<file path="src/rtl/spi_pwm_master_if.sv">
// Bus bundle for spi_pwm_master: host-side frame handshake plus the SPI pins.
//   start    host -> master  one-cycle frame request
//   tx_data  host -> master  frame to send, latched on accepted start
//   busy     master -> host  frame in progress (setup through gap)
//   done     master -> host  one-cycle pulse, rx_data valid from this cycle
//   rx_data  master -> host  last received frame
//   sclk     master -> slave SPI clock, idles low
//   mosi     master -> slave serial data out
//   miso     slave -> master serial data in
//   cs       master -> slave active-low chip select
interface spi_pwm_master_if #(
  parameter int unsigned FRAME_W = 16
);
  logic               start;
  logic [FRAME_W-1:0] tx_data;
  logic               busy;
  logic               done;
  logic [FRAME_W-1:0] rx_data;
  logic               sclk;
  logic               mosi;
  logic               miso;
  logic               cs;

  modport master (
    input  start, tx_data, miso,
    output busy, done, rx_data, sclk, mosi, cs
  );

  modport slave (
    output start, tx_data, miso,
    input  busy, done, rx_data, sclk, mosi, cs
  );
endinterface

</file>
<file path="src/rtl/spi_pwm_master.sv">
// SPI mode-0 initiator (CPOL=0, CPHA=0, MSB first) for the SPI-PWM slave.
// Ports:
//   clk  system clock, rising edge
//   rst  synchronous active-high reset
//   bus  spi_pwm_master_if.master: start/tx_data/busy/done/rx_data handshake
//        and sclk/mosi/miso/cs pins
// Every phase (setup, sclk high, sclk low, hold, gap) lasts CLK_DIV clocks.
// All outputs are registered.
module spi_pwm_master #(
  parameter int unsigned CLK_DIV = 4,
  parameter int unsigned FRAME_W = 16
) (
  input logic               clk,
  input logic               rst,
  spi_pwm_master_if.master  bus
);

  localparam int unsigned         BcntW   = $clog2(FRAME_W);
  localparam logic [7:0]          DivLast = 8'(CLK_DIV - 1);
  localparam logic [BcntW-1:0]    BitLast = BcntW'(FRAME_W - 1);

  typedef enum logic [2:0] {
    StIdle,
    StSetup,
    StHigh,
    StLow,
    StHold,
    StGap
  } state_e;

  state_e             state_q, state_d;
  logic [7:0]         dcnt_q, dcnt_d;
  logic [BcntW-1:0]   bcnt_q, bcnt_d;
  logic [FRAME_W-1:0] tx_sh_q, tx_sh_d;
  logic [FRAME_W-1:0] rx_sh_q, rx_sh_d;
  logic [FRAME_W-1:0] rx_data_q, rx_data_d;
  logic               sclk_q, sclk_d;
  logic               mosi_q, mosi_d;
  logic               cs_q, cs_d;
  logic               busy_q, busy_d;
  logic               done_q, done_d;
  logic               div_last;

  assign div_last = (dcnt_q == DivLast);

  always_comb begin
    state_d   = state_q;
    dcnt_d    = div_last ? 8'd0 : dcnt_q + 8'd1;
    bcnt_d    = bcnt_q;
    tx_sh_d   = tx_sh_q;
    rx_sh_d   = rx_sh_q;
    rx_data_d = rx_data_q;
    sclk_d    = sclk_q;
    mosi_d    = mosi_q;
    cs_d      = cs_q;
    busy_d    = busy_q;
    done_d    = 1'b0;

    unique case (state_q)
      StIdle: begin
        dcnt_d = 8'd0;
        if (bus.start) begin
          state_d = StSetup;
          tx_sh_d = bus.tx_data;
          mosi_d  = bus.tx_data[FRAME_W-1];
          cs_d    = 1'b0;
          busy_d  = 1'b1;
        end
      end
      StSetup: begin
        if (div_last) begin
          state_d = StHigh;
          sclk_d  = 1'b1;
          bcnt_d  = '0;
        end
      end
      StHigh: begin
        if (div_last) begin
          // miso sampled late in the high phase to give the slave's
          // synchronizer the whole phase to settle.
          rx_sh_d = {rx_sh_q[FRAME_W-2:0], bus.miso};
          sclk_d  = 1'b0;
          if (bcnt_q == BitLast) begin
            state_d = StHold;
          end else begin
            state_d = StLow;
            tx_sh_d = tx_sh_q << 1;
            mosi_d  = tx_sh_q[FRAME_W-2];
          end
        end
      end
      StLow: begin
        if (div_last) begin
          state_d = StHigh;
          sclk_d  = 1'b1;
          bcnt_d  = bcnt_q + 1'b1;
        end
      end
      StHold: begin
        if (div_last) begin
          state_d   = StGap;
          cs_d      = 1'b1;
          mosi_d    = 1'b0;
          done_d    = 1'b1;
          rx_data_d = rx_sh_q;
        end
      end
      StGap: begin
        // Gap keeps cs high long enough for the oversampling slave.
        if (div_last) begin
          state_d = StIdle;
          busy_d  = 1'b0;
        end
      end
      default: begin
        state_d = StIdle;
      end
    endcase
  end

  always_ff @(posedge clk) begin
    if (rst) begin
      state_q   <= StIdle;
      dcnt_q    <= 8'd0;
      bcnt_q    <= '0;
      tx_sh_q   <= '0;
      rx_sh_q   <= '0;
      rx_data_q <= '0;
      sclk_q    <= 1'b0;
      mosi_q    <= 1'b0;
      cs_q      <= 1'b1;
      busy_q    <= 1'b0;
      done_q    <= 1'b0;
    end else begin
      state_q   <= state_d;
      dcnt_q    <= dcnt_d;
      bcnt_q    <= bcnt_d;
      tx_sh_q   <= tx_sh_d;
      rx_sh_q   <= rx_sh_d;
      rx_data_q <= rx_data_d;
      sclk_q    <= sclk_d;
      mosi_q    <= mosi_d;
      cs_q      <= cs_d;
      busy_q    <= busy_d;
      done_q    <= done_d;
    end
  end

  assign bus.sclk    = sclk_q;
  assign bus.mosi    = mosi_q;
  assign bus.cs      = cs_q;
  assign bus.busy    = busy_q;
  assign bus.done    = done_q;
  assign bus.rx_data = rx_data_q;

endmodule

</file>
<file path="src/flat_wrapper.sv">
// flat-port wrapper written by rule: the top's interface ports become plain ports
module spi_pwm_master_flat 
#(
  parameter int unsigned CLK_DIV = 4,
  parameter int unsigned FRAME_W = 16
)
  (clk, rst, bus_start, bus_tx_data, bus_miso, bus_busy, bus_done, bus_rx_data, bus_sclk, bus_mosi, bus_cs);
  spi_pwm_master_if #(.FRAME_W(FRAME_W)) bus_i ();
  input logic clk;
  input logic rst;
  input wire logic [$bits(bus_i.start)-1:0] bus_start;
  input wire logic [$bits(bus_i.tx_data)-1:0] bus_tx_data;
  input wire logic [$bits(bus_i.miso)-1:0] bus_miso;
  output wire logic [$bits(bus_i.busy)-1:0] bus_busy;
  output wire logic [$bits(bus_i.done)-1:0] bus_done;
  output wire logic [$bits(bus_i.rx_data)-1:0] bus_rx_data;
  output wire logic [$bits(bus_i.sclk)-1:0] bus_sclk;
  output wire logic [$bits(bus_i.mosi)-1:0] bus_mosi;
  output wire logic [$bits(bus_i.cs)-1:0] bus_cs;
  assign bus_i.start = bus_start;
  assign bus_i.tx_data = bus_tx_data;
  assign bus_i.miso = bus_miso;
  assign bus_busy = bus_i.busy;
  assign bus_done = bus_i.done;
  assign bus_rx_data = bus_i.rx_data;
  assign bus_sclk = bus_i.sclk;
  assign bus_mosi = bus_i.mosi;
  assign bus_cs = bus_i.cs;
  spi_pwm_master #(.CLK_DIV(CLK_DIV), .FRAME_W(FRAME_W)) u_core (.clk(clk), .rst(rst), .bus(bus_i));
endmodule
</file>
<file path="config.mk">
export PLATFORM = sky130hd
export DESIGN_NAME = spi_pwm_master_flat
export DESIGN_NICKNAME = d
export VERILOG_FILES = /design/src/rtl/spi_pwm_master_if.sv /design/src/rtl/spi_pwm_master.sv /design/src/flat_wrapper.sv
export SDC_FILE = /design/constraint.sdc
export NUM_CORES = 1
export LEC_CHECK = 0
export BUFFER_PORTS_ARGS = -buffer_cell sky130_fd_sc_hd__clkbuf_2
export CORE_MARGIN = 2
export CORE_UTILIZATION = 36
export CTS_CLUSTER_SIZE = 8
export DETAILED_ROUTE_END_ITERATION = 6
export PLACE_DENSITY = 0.62
export REMOVE_ABC_BUFFERS = 1
export SETUP_SLACK_MARGIN = 0.05
export SLEW_MARGIN = 10
export SYNTH_ARGS = -nofsm -noshare
export SYNTH_HDL_FRONTEND = slang
export SYNTH_SLANG_ARGS = --single-unit
</file>
<file path="constraint.sdc">
create_clock -name clk -period 6.7 [get_ports clk]
set_clock_uncertainty 0.1 [all_clocks]
set_input_delay 0.335 -clock clk [delete_from_list [all_inputs] [get_ports clk]]
set_output_delay 0.335 -clock clk [all_outputs]
set_load 0.005 [all_outputs]
</file>
Word-level counts from Yosys, hierarchy flattened. Cells that the tools add are included.

Register bits: 67. Input bits: 20. Output and inout port bits: 21. Logic and storage cells: 74.

Add/sub/neg operators: 2. Eq/ne operators: 15. Muxes and demuxes: 26. Bitwise gates (word level): 1. Reduce and logical (&&, ||, !) cells: 19.

Operator list (number): 2-to-1 mux 15 bit (3); case mux 15 bit (2 select lines) (1); 2-to-1 mux 3 bit (6); case mux 3 bit (5 select lines) (1); != test 2 x 1 -> 1 bit (second input constant) (6); AND reduction 3 bit (4); AND reduction 5 bit (2); nonzero test 2 bit (5); adder 8 x 1 -> 8 bit (second input constant) (1); == test 8 x 2 -> 1 bit (second input constant) (1); 2-to-1 mux 1 bit (8); 2-to-1 mux 4 bit (2); case mux 4 bit (2 select lines) (1); == test 3 x 2 -> 1 bit (second input constant) (2); == test 3 bit (second input constant) (2); case mux 1 bit (2 select lines) (3); adder 4 x 1 -> 4 bit (second input constant) (1); == test 4 bit (second input constant) (1); != test 2 bit (second input constant) (2); AND reduction 2 bit (2); AND reduction 4 bit (1); OR reduction 2 bit (2); == test 3 x 1 -> 1 bit (second input constant) (1); zero test 3 bit (1); 4 further kinds (4).

Depth between registers and ports, before layout.
Word-level depth: 4. Depth in mapped cells: 8. Gate-level depth less buffers: 5.

Worst setup path before layout. OpenSTA, ideal clock, no wires.

Kind: reg2reg. Start: register u_core.dcnt_q[0]. End: register u_core.tx_sh_q[0]. Library setup time: 0.116 ns. Arrival: 1.987 ns. Required time: 6.484 ns. Slack: 4.497 ns. Cell stages (with the launch flop): 8. Path buffers: 2. Clock period less this slack: 2.203 ns. Cells stage by stage: dfxtp_1 -> ha_1 -> or4b_1 -> buf_2 -> o41ai_4 -> buf_4 -> nor3b_1 -> a41o_1.

Word-level cells in the longest chain between the ends: 3.

Ends and longest elaborated chain: start, declared (line spi_pwm_master.sv:32) `logic [7:0] dcnt_q, dcnt_d;`; start signal, assigned (line spi_pwm_master.sv:136) `dcnt_q <= dcnt_d;`; == test 8 x 2 -> 1 bit (line spi_pwm_master.sv:44) `assign div_last = (dcnt_q == DivLast);`; != test 2 x 1 -> 1 bit (no source line); AND reduction 4 bit (no source line); end signal, assigned (line spi_pwm_master.sv:138) `tx_sh_q <= tx_sh_d;`; end, declared (line spi_pwm_master.sv:34) `logic [FRAME_W-1:0] tx_sh_q, tx_sh_d;`.

No other way between the ends. A chain may end at the register's enable or synchronous reset.

Worst setup path after layout.
Start: register u_core.state_q[1]. End: register u_core.rx_sh_q[11].

Word-level cells in the longest chain between the ends: 2.

Ends and longest elaborated chain: start, declared (line spi_pwm_master.sv:31) `state_e state_q, state_d;`; start signal, assigned (line spi_pwm_master.sv:123) `state_q <= StIdle;`; start signal, assigned (line spi_pwm_master.sv:135) `state_q <= state_d;`; == test 3 x 2 -> 1 bit (line spi_pwm_master.sv:59) `unique case (state_q)`; AND reduction 2 bit (no source line); end signal, assigned (line spi_pwm_master.sv:139) `rx_sh_q <= rx_sh_d;`; end, declared (line spi_pwm_master.sv:35) `logic [FRAME_W-1:0] rx_sh_q, rx_sh_d;`.

No other way between the ends.

==> flow_metrics.py <==
metrics = {
    "critical_path": {
        "arrival_ns": 2.74,
        "slowest_stage": "nor3_2",
        "r2r-start": "u_core.state_q[1]",
        "crit_end": "u_core.rx_sh_q[11]",
        "crit_cells": 4,
        "cp_max_fo": 17,
        "cp_num_buf_inv": 0,
        "slowest_delay_ns": 0.87,
        "crit_type": "reg -> reg",
        "cp-startpoint": "u_core.state_q[1]",
        "start_kind": "flop",
        "cpLargestDelayFamily": "simple AND/OR/NAND/NOR gates",
        "rrSetupSlack_ns": 4.12,
        "r2r_cells": 4,
        "crit_chain": "or3b_1, nor3_2, nand2_1, a21oi_1",
        "r2r_end": "u_core.rx_sh_q[11]",
        "cp_data_required_time_ns": 6.87,
        "end_kind": "flop",
    },
    "clock_tree": {
        "htreeDepth": 3,
        "cts_root_buffer": "clkbuf_8",
        "cts_tree": "yes",
        "clock_sinks": 67,
        "cts_made_buffers": 9,
        "path_clk_slew_ns": 0.07,
        "cts_setup_buffers": 0,
        "cts_hold_buf": 0,
        "clock_latency_ns": 0.34,
        "cts_resized": 0,
        "cts_max_path_buffers": 2,
    },
    "synthesis": {
        "ys_warn_count": 0,
        "synthDistinctLibCells": 45,
        "synthesis.area_sq_um": 2730,
        "ys_seq_elements": 67,
        "ys_seq_area_share_pct": 49.2,
        "synth_cells": 304,
        "avgSynthCellArea_sq_um": 8.97,
    },
    "drt": {
        "drtIter0Drc": 134,
        "first_pass_iters": 4,
        "drt-vias-per-instance": 5.03,
        "postRouteAntennaNets": 0,
        "vias": 2222,
        "wl_mm": 5.41,
        "drc": 0,
        "wire_per_inst_microns": 12.2,
    },
    "min_path": {
        "hold_path_class": "in -> reg",
        "hold_depth": 3,
    },
    "sta": {
        "setup_viol": 0,
        "max_freq_mhz": 388,
        "tightest_slew_ns": 0.932,
        "slew-limit-headroom_pct": 37.5,
        "period_share_pct": 38.4,
        "rsz0062_at_grt": "no",
        "finalHoldViolCount": 0,
        "tns_ns": 0,
        "maxSlewViolCount": 0,
        "layout_min_cycle_time_ns": 2.58,
    },
    "global_routing": {
        "overflow": 0,
        "grt_antenna_before_repair": 0,
        "grt.total_usage_pct": 13.7,
        "grt_pass1_vias": 1982,
        "grt_start_max_net_pins": 43,
        "grt_pass1_wl_mm": 9.14,
    },
    "run": {
        "maxCapViolCount": 0,
    },
    "run_status": {
        "status": "finished clean",
    },
    "final_layout": {
        "finalNonFillerCells": 442,
        "final_layout_size_suffix_gt1_share_pct": 21.0,
        "finalInstanceArea_sq_um": 3250,
        "area_growth_pct": 19.0,
        "postLayoutCoreUtil_pct": 44.5,
        "diodes": 0,
        "mostFrequentLayoutCell": "nand2_1",
        "final_cell_mix": "68 x nand2_1, 67 x dfxtp_1, 40 x clkbuf_2",
        "layout.nets": 360,
    },
    "placed_design": {
        "gp_congestion": 0.720,
        "place_area_sq_um": 2980,
        "io_buffers": 40,
        "place_inst": 426,
        "dp_hpwl_mm": 3.66,
    },
    "floorplanning": {
        "chipWidth_microns": 91.0,
        "die_y_microns": 91.0,
        "rows": 31,
        "start_util_pct": 37.4,
        "fp.coreArea_sq_um": 7290,
        "io_pins": 41,
        "die_area_sq_um": 8290,
    },
    "power": {
        "vdd_drop_max_uv": 90.4,
        "p_total_mw": 0.904,
        "powerDensity_nw_per_um2": 278,
        "leakagePower_nw": 1.27,
    },
}
## worst min-delay path: cells and delay by family
| family | cells | cell delay, ns |
|---|---|---|
| AO/OA/AOI/OAI | 1 | 0.05 |
| AND/OR/NAND/NOR | 1 | 0.05 |
| buffers and inverters | 1 | 0.09 |
## Yosys cell counts (all sizes together)
library cell | number | area share, %
a2111oi | 1 | 0.37
a211oi | 3 | 0.83
a21o | 1 | 0.28
a21oi | 24 | 4.4
a221oi | 2 | 0.64
a22o | 17 | 5.5
a22oi | 1 | 0.28
a311oi | 15 | 6.7
a41o | 1 | 0.37
and2 | 1 | 0.23
and3 | 5 | 1.1
buf | 10 | 2.2
clkbuf | 11 | 1.5
dfxtp | 67 | 49
ha | 2 | 0.92
inv | 3 | 0.41
nand2 | 68 | 9.4
nand2b | 1 | 0.23
nand3 | 11 | 2.0
nand3b | 1 | 0.28
nand4 | 1 | 0.23
nor2 | 28 | 3.9
nor2b | 2 | 0.46
nor3 | 4 | 0.92
nor3b | 3 | 1.0
nor4 | 2 | 0.69
nor4b | 1 | 0.32
o21ai | 4 | 0.73
o21bai | 1 | 0.28
o2bb2ai | 1 | 0.32
o31ai | 1 | 0.28
o41ai | 1 | 1.0
or3 | 1 | 0.23
or3b | 1 | 0.32
or4b | 2 | 0.73
xnor2 | 1 | 0.32
xor2 | 5 | 1.6
## power by group
group	total, mW	switching [mW]	internal [mW]
clock network	0.437	0.151	0.286
registers	0.417	0.00783	0.410
logic	0.0489	0.0273	0.0215
total	0.904	0.186	0.717
## final cells by class
type | instances | area (sq um)
tap | 99 | 124
sequential | 67 | 1340
multi-input combinational | 213 | 1270
clock buffer | 10 | 128
clock inverter | 6 | 138
timing repair buffer | 44 | 230
fill | 753 | 4050
inverter | 3 | 11.3
## per-stage QoR
stage	worst slack, ns	hold WS [ns]
after floorplan	3.86	0.303
after global placement	4.21	0.347
after detailed placement	4.13	0.347
after CTS	4.12	0.114
after global routing	3.82	0.112
final	4.12	0.129
## flip-flops by register name, indices dropped and copies added (netlist names)
register,cells
u_core.tx_sh_q,15
u_core.state_q,3
u_core.dcnt_q,8
u_core.rx_sh_q,16
u_core.bus.sclk,1
u_core.bcnt_q,4
u_core.bus.busy,1
u_core.bus.rx_data,16
u_core.bus.done,1
u_core.bus.cs,1
u_core.bus.mosi,1
## worst min path at each step
stage | startpoint | slack, ns | endpoint
after floorplan | rst | 0.30 | u_core.tx_sh_q[14]
after global placement | u_core.rx_sh_q[15] | 0.35 | u_core.rx_sh_q[15]
after detailed placement | u_core.rx_sh_q[15] | 0.35 | u_core.rx_sh_q[15]
after global routing | bus_miso | 0.11 | u_core.rx_sh_q[0]
after CTS | bus_miso | 0.11 | u_core.rx_sh_q[0]
final | bus_miso | 0.13 | u_core.rx_sh_q[0]
## cell families after synthesis
group	share of synthesized area, %
AOI/OAI and AO/OA	21.9
DFF	49.2
xor gates and xnor gates	1.93
buffers and inverters	4.08
and+or+nand+nor	22.0
adders and majority gates	0.917
## metal layers
metal | track usage [%] | up-vias | part of all wire [%]
met5 | 0 | - | 0
met4 | 6.44 | 0 | 2.1
met3 | 4.81 | 10 | 4.3
met2 | 19.9 | 39 | 44
met1 | 18.1 | 1029 | 49
li1 | - | 1144 | -
No activity file was read; power rests on OpenSTA's default activity.
